### src/rtl/instr_fetch.sv
`default_nettype none
// ============================================================================
// Module   : instr_fetch
// Purpose  : Instruction fetch unit. Holds the program counter and reads
//            instruction words over a req/ack handshake. It latches each word
//            into code and pulses start. It then waits for the controller to
//            report inc_pc or branch, and fetches again.
// Revision : 1.0 - initial release
// ============================================================================
module instr_fetch #(
   parameter int              ADDR_W   = 8,
   parameter int              INSTR_W  = 23,
   parameter logic [ADDR_W-1:0] RESET_PC = '0
) (
   input  logic               clk,
   input  logic               rst,
   input  logic               run,
   input  logic               inc_pc,
   input  logic               branch,
   input  logic [ADDR_W-1:0]  branch_target,
   output logic               mem_req,
   output logic [ADDR_W-1:0]  mem_addr,
   input  logic               mem_ack,
   input  logic [INSTR_W-1:0] mem_rdata,
   output logic [INSTR_W-1:0] code,
   output logic               start,
   output logic [ADDR_W-1:0]  pc,
   output logic [15:0]        retired,
   output logic               busy
);

   typedef enum logic [1:0] {
      IDLE  = 2'd0,
      FETCH = 2'd1,
      ISSUE = 2'd2,
      EXEC  = 2'd3
   } state_t;

   state_t state, state_nxt;

   // The controller reports completion with either signal. Branch takes
   // priority when both are present.
   logic done;
   assign done = inc_pc | branch;

   // State register; reset is asynchronous so a pending request drops at once.
   always_ff @(posedge clk or posedge rst) begin
      if (rst) state <= IDLE;
      else     state <= state_nxt;
   end

   // Next-state logic. Dropping run never aborts an instruction in flight.
   always_comb begin
      state_nxt = state;
      case (state)
         IDLE:    if (run)     state_nxt = FETCH;
         FETCH:   if (mem_ack) state_nxt = ISSUE;
         ISSUE:                state_nxt = EXEC;
         EXEC:    if (done)    state_nxt = run ? FETCH : IDLE;
         default:              state_nxt = IDLE;
      endcase
   end

   // Datapath: latch the fetched word and raise start with a single register.
   // Then update pc and retired when the controller reports completion.
   always_ff @(posedge clk or posedge rst) begin
      if (rst) begin
         pc      <= RESET_PC;
         code    <= '0;
         start   <= 1'b0;
         retired <= 16'd0;
      end else begin
         start <= (state == FETCH) && mem_ack;
         if ((state == FETCH) && mem_ack)
            code <= mem_rdata;
         if ((state == EXEC) && done) begin
            pc      <= branch ? branch_target : pc + 1'b1;
            retired <= retired + 16'd1;
         end
      end
   end

   // pc only changes in EXEC, so mem_addr holds steady during a pending
   // request.
   assign mem_req  = (state == FETCH);
   assign mem_addr = pc;
   assign busy     = (state != IDLE);

endmodule
`default_nettype wire

### config.mk
export PLATFORM = sky130hd
export DESIGN_NAME = instr_fetch
export DESIGN_NICKNAME = d
export VERILOG_FILES = /design/src/rtl/instr_fetch.sv
export SDC_FILE = /design/constraint.sdc
export NUM_CORES = 1
export LEC_CHECK = 0
export CAP_MARGIN = 0
export CORE_MARGIN = 3
export CORE_UTILIZATION = 44
export CTS_BUF_LIST = sky130_fd_sc_hd__clkbuf_2 sky130_fd_sc_hd__clkbuf_4 sky130_fd_sc_hd__clkbuf_8
export CTS_CLUSTER_SIZE = 30
export DETAILED_ROUTE_END_ITERATION = 12
export PLACE_DENSITY_LB_ADDON = 0.05
export SKIP_LAST_GASP = 1
export SLEW_MARGIN = 20
export SYNTH_ARGS = -nofsm -noshare
export SYNTH_HDL_FRONTEND = slang
export SYNTH_SLANG_ARGS = --single-unit
### constraint.sdc
create_clock -name clk -period 1.69 [get_ports clk]
set_input_delay 0.169 -clock clk [delete_from_list [all_inputs] [get_ports clk]]
set_output_delay 0.169 -clock clk [all_outputs]
set_load 0.05 [all_outputs]
==> summary.md, run 1 <==
| Metric | Value |
|---|---|
| Status | finished clean |
| Synth Register Bits | 50 |
| CTS tree | yes |
| Critical Path RT | 1520 ps |
| Clk slew on worst S/H paths | about 90 ps |
| Crit-path max FO | 2 |
| Pwr Density | about 2100 nW/µm² |
| Core area | 4850 µm² |
| RSZ-0062 raised after global routing | false |
| Most frequent cells in the layout | 55 x clkdlybuf4s50_1, 50 x dfrtp_1, 44 x buf_4, 23 x mux2_2 |
| WP buf/inv | 1 |
| Sink Count | 50 |
| Final setup fails | 0 |
| First-pass GRT wire length | 8.34 mm |
| Dpl hpwl | 3.82 mm |
| Synth unique cells | 30 |
| Vias in the first global route | 1738 |
| Antenna Nets Post-Route | 0 |
| GRT Residual Overflow | 0 |
| Hold Vio Cnt, Final | 0 |
| Total global-route track usage | 17.3% |
| Maximum buffer depth of the clock tree | 2 |
| Period minus WS final | 1630 ps |
| Worst vdd ir | 0.00112 V |
| CP Launch Type | flop |
| Max-cap violation count | 0 |
| Commonest non-fill, non-tap cell in the layout | clkdlybuf4s50_1 |
| M1 WL | around 2.1 mm |
| Layout cell share with drive strength beyond 1 | ~29% |
| CTS root buffer | clkbuf_8 |
| Synthesized area per cell | approximately 12 µm² |
| Initial antenna violation count | 0 |
| Hold Buf Count CTS | 0 |
| Seq/Total Area, Yosys | 55.4% |
| Top layer in use | met4 |
| Met3 wire len | 325 µm |
| Syn Nets | around 240 |
| Period utilisation layout | between 90% and 100% |
| CP max stage cell | clkdlybuf4s50_1 |
| Final wirelength | 4.98 mm |
| Syn Inst Count | 193 |
| Worst stage delay on the critical path | roughly 810 ps |
| Met2 routed WL | 2.49 mm |
| Number of H-tree levels | 2 |
| Achievable Freq | 612 MHz |
| Max_slew headroom | 65.4% |
| Actual slew at the worst max-slew pin | roughly 520 ps |
| Vias after detailed routing | 1813 |
| Synthesized area | ~2300 µm² |
| Area added between synthesis and finish | 48.3% |
| Num CTS Buffers | 5 |
| Worst Hold Class | in2async |
| CP endpoint kind | output pin |
| DRT iter0 DRCs | 58 |
| Critical path, cell by cell | clkdlybuf4s50_1 |
| Antenna Cells | 0 |
| Slew Viols, Final | 0 |
| GP Congestion | roughly 0.84 |
| Top Family by Delay on Critical Path | buffers and inverters |
| Die X | approximately 78 µm |
| Wire per inst | 13.8 µm |
| Critical path arrival | 1460 ps |
| Final setup skew | ~6.6 ps |
| Final #Nets | 335 |
| Vias per cell | 5.04 |
| Worst skew pair latency | 300 ps |
| Final instance area | 3350 µm² |
| Drt first pass iters | 4 |
| Starting density of the core | a little under half |
| DRC errors left | 0 |
| Post-place instance area | 3220 µm² |
| P_leak | approximately 1.6 nW |
| IO buf count | 94 |
| Ys Warns | 0 |
| Largest net degree at the start of global routing | 27 |
| Full die area | approximately 6000 µm² |
| Io pins | 95 |
| Num rows | 25 |
| Die height | just under 80 µm |
| Setup TNS | 0 ps |
| Total power draw | between 7 and 8 mW |
| Worst setup path class | reg2out |
[power by group]
group,switching (mW),internal (mW)
logic,2.77,1.57
clock network,0.377,0.347
registers,0.374,1.66
[worst reg2reg max path: stages, from the launching register on]
cell	delay [ps]
dfrtp_1	370
inv_1	110
ha_2	200
a222oi_1	470
o21ai_0	170
a21oi_1	180
[path summary, 6_finish.rpt]
path / to / start / slack (ps) / depth (start not counted)
setup / recovery: code[16] / code[16] / 60 / 1
hold / removal: retired[9] / rst / 240 / 3
setup reg to reg: state[0] / state[1] / 120 / 5
hold reg to reg: retired[15] / retired[15] / 490 / 1
max in group asynchronous: code[19] / rst / 1190 / 3
min in group clk: mem_addr[0] / branch_target[0] / 460 / 3
[kinds of logic (layout without fill, tap and decap cells)]
kind of cell	Yosys count	count (layout)	synth area share, %
mux	25	25	12.3
simple gates	51	51	11.6
fa+ha+maj	6	6	3.32
flops	50	50	55.4
compound gates	24	24	6.26
buf+inv	22	122	5.26
xor+xnor	15	15	5.81
[metrics by stage]
step                      hold WS, ps  util [%]  std cells  setup WS (ps)
after global routing              249      69.1        360          0.903
after detailed placement          480      66.5        351            102
final                             236      69.1        360           57.2
after floorplan                   320         -        193           15.6
after global placement            465      66.5        351            115
after CTS                         239      68.5        359           9.37
[registers in the layout, summed over array words and instances (netlist names)]
name,count
code,23
retired,16
mem_addr,8
state,2
start,1
[cells in the mapped netlist]
library cell	count	area, µm²
nand2_1	12	45.0
nor3_1	3	15.0
buf_2	5	25.0
a31oi_1	1	6.26
nor2_1	8	30.0
o22a_1	1	8.76
a31o_2	1	8.76
nand4_1	7	43.8
inv_1	9	33.8
nor3b_1	1	7.51
nand3_1	9	45.0
a21oi_1	10	50.1
or3_1	1	6.26
a222oi_1	1	10.0
xor2_1	3	26.3
xnor2_1	12	105
or4_1	1	7.51
o21ai_2	1	8.76
and4_1	2	17.5
and3_1	4	25.0
buf_4	8	60.1
o2bb2ai_1	1	8.76
nor2b_1	1	6.26
mux2_2	23	259
mux2i_1	2	20.0
ha_1	6	75.1
nor4_1	1	6.26
dfrtp_1	50	1250
o21ai_0	8	40.0
nand3b_1	1	7.51
[routing by layer]
| metal | up-vias | global-route usage, % |
|---|---|---|
| li1 | 868 | - |
| met3 | 6 | 4.29 |
| met1 | 877 | 22.9 |
| met2 | 62 | 28.0 |
| met4 | 0 | 5.16 |
| met5 | - | 0 |
[timing repair]
action / in CTS / in global routing
resized for setup: 0 / 7
endpoints found under the setup margin: 0 / 13
buffers inserted: 0 / 1
[layout make-up]
class                           instances  area [µm²]
Fill cell                             381        1500
Clock inverter                          1        5.00
Clock buffer                            7        90.1
Inverter                                9        33.8
Timing Repair Buffer                  105         978
Multi-Input combinational cell        121         910
Tap cell                               67        83.8
Sequential cell                        50        1250
No activity file was read; power rests on OpenSTA's default activity.
==> inputs of run 2 (changes only) <==
Settings changed: CORE_UTILIZATION 44 to 35, SLEW_MARGIN 20 to 5.
==> summary.md, run 2 (synthesis gave the netlist of run 1 again) <==
| Metric | Value |
|---|---|
| Num CTS Buffers | 5 (unchanged) |
| Drt first pass iters | 4 (unchanged) |
| Antenna Nets Post-Route | 0 (unchanged) |
| Initial antenna violation count | 0 (unchanged) |
| Final wirelength | 5.09 mm (+2.3%) |
| Critical Path RT | 1520 ps (about the same) |
| Post-Layout Cell Count | 371 (+3.1%) |
| Max_slew headroom | 65.1% (-0.33 points) |
| WP buf/inv | 1 (unchanged) |
| Starting density of the core | 37.1% (-9.5 points) |
| Final setup fails | 0 (unchanged) |
| GP Congestion | 0.793 (-5.1%) |
| Worst stage delay on the critical path | 820 ps (about the same) |
| Register with the most flip-flops | code |
| Clk slew on worst S/H paths | 90 ps (about the same) |
| Vias per cell | 4.73 (-6.0%) |
| Top Family by Delay on Critical Path | buffers and inverters |
| Total global-route track usage | 13.3% (-3.9 points) |
| Status | finished clean |
| Final #Nets | 338 (+0.90%) |
| Die X | 86.4 µm (+11%) |
| Worst setup path class | reg2out |
| Most frequent cells in the layout | 56 x clkdlybuf4s50_1, 50 x dfrtp_1, 46 x buf_4, 23 x mux2_2 |
| Full die area | 7460 µm² (+24%) |
| CP endpoint kind | output pin |
| Worst Hold Class | in2async |
| Io pins | 95 (unchanged) |
| IO buf count | 94 (unchanged) |
| Area added between synthesis and finish | 50.4% |
| Pwr Density | 2150 nW/µm² (+1.3%) |
| Max-cap violation count | 0 (unchanged) |
| Hold Vio Cnt, Final | 0 (unchanged) |
| Critical path, cell by cell | clkdlybuf4s50_1 |
| RSZ-0062 raised after global routing | false |
| Dpl hpwl | 3.73 mm (-2.5%) |
| Worst skew pair latency | 300 ps (about the same) |
| CTS tree | yes |
| Period utilisation layout | 97.2% (+0.57 points) |
| P_leak | 1.57 nW (+0.44%) |
| Setup TNS | 0 ps (unchanged) |
| Slew Viols, Final | 0 (unchanged) |
| DRT iter0 DRCs | 39 (-33%) |
| Vias in the first global route | 1658 (-4.6%) |
| Number of H-tree levels | 2 (unchanged) |
| Worst vdd ir | 0.00130 V (+15%) |
| Die height | 86.4 µm (+11%) |
| Vias after detailed routing | 1756 (-3.1%) |
| First-pass GRT wire length | 7.95 mm (-4.6%) |
| CP max stage cell | clkdlybuf4s50_1 |
| Crit-path max FO | 2 (unchanged) |
| Achievable Freq | 609 MHz (-0.58%) |
| Hold Buf Count CTS | 0 (unchanged) |
| Core area | 6100 µm² (+26%) |
| Layout cell share with drive strength beyond 1 | 28.7% (-0.29 points) |
| GRT Residual Overflow | 0 (unchanged) |
| Final setup skew | 6.66 ps (+0.0529 ps) |
| DRC errors left | 0 (unchanged) |
| Period minus WS final | 1640 ps (+9.60 ps) |
| Sink Count | 50 (unchanged) |
| Critical path arrival | 1470 ps (about the same) |
| Max FFs per register | 23 (unchanged) |
| CTS root buffer | clkbuf_8 |
| Layout Utilization | 55.8% (-13 points) |
| Fin Hold WS | 214 ps (-22.3 ps) |
| Commonest non-fill, non-tap cell in the layout | clkdlybuf4s50_1 |
| Maximum buffer depth of the clock tree | 2 (unchanged) |
| Num rows | 28 (+12%) |
| Largest net degree at the start of global routing | 51 (+89%) |
| Placed insts | 362 (+3.1%) |
| Wire per inst | 13.7 µm (-0.72%) |
| CP Launch Type | flop |
| Antenna Cells | 0 (unchanged) |
| Actual slew at the worst max-slew pin | 522 ps (+4.99 ps) |
-- run 2: changes by cell type in the layout (fill, tap and decap cells not counted), sizes merged --
cell / delta
bufinv: +1
clkdlybuf4s50: +1
buf: +3
clkinv: -1
inv: +1
dlymetal6s2s: -2
dlygate4sd2: +1
clkbuf: -1
-- run 2: metal layers --
layer,GRT usage (%),share of wire (%)
met5,0,0
met4,4.96,1.2
met3,3.42,6.5
met2,20.6,47
met1,18.1,45
-- run 2: metrics by stage --
stage / worst slack, ps / total power, mW / area [µm²]
floorplan: 15.6 / 4.99 / 2260
global placement: 114 / 6.41 / 3270
detailed placement: 91.2 / 6.44 / 3270
CTS: 30.8 / 7.37 / 3390
global route: 1.25 / 7.68 / 3400
finish: 47.6 / 7.29 / 3400
-- run 2: area by class of cell --
class	count	area [µm²]
clock inverters	2	38.8
flip-flops and latches	50	1250
repair buffers	108	1010
clock buffers	6	82.6
fillers	564	2700
well taps	75	93.8
multi-input cells	121	892
inverters	9	33.8
-- run 2: final timing paths --
kind	from	slack, ps	cells after the start	to
max in group asynchronous	rst	1240	3	mem_addr[5]
min	rst	210	3	code[7]
min reg2reg	retired[15]	480	1	retired[15]
min in group clk	mem_rdata[2]	470	2	code[2]
max reg2reg	state[0]	170	6	state[0]
max	code[9]	50	1	code[9]
-- run 2: where the power goes --
part | switching, mW | internal (mW) | leakage [nW] | total (mW)
Sequential | 0.355 | 1.66 | 0.614 | 2.02
Clock | 0.411 | 0.487 | 0.0618 | 0.898
Combinational | 2.78 | 1.60 | 0.890 | 4.38
-- run 2: what timing repair did --
item | CTS | global route
setup buffers | 0 | 1
endpoints found under the setup margin | 1 | 2
gates resized for setup | 1 | 2
pin swaps | 0 | 1
==> inputs of run 3 (changes only) <==
Settings changed: CTS_CLUSTER_SIZE 30 to 12.
==> results of run 3 <==
Final layout, timing and power as in run 2 (identical DEF).
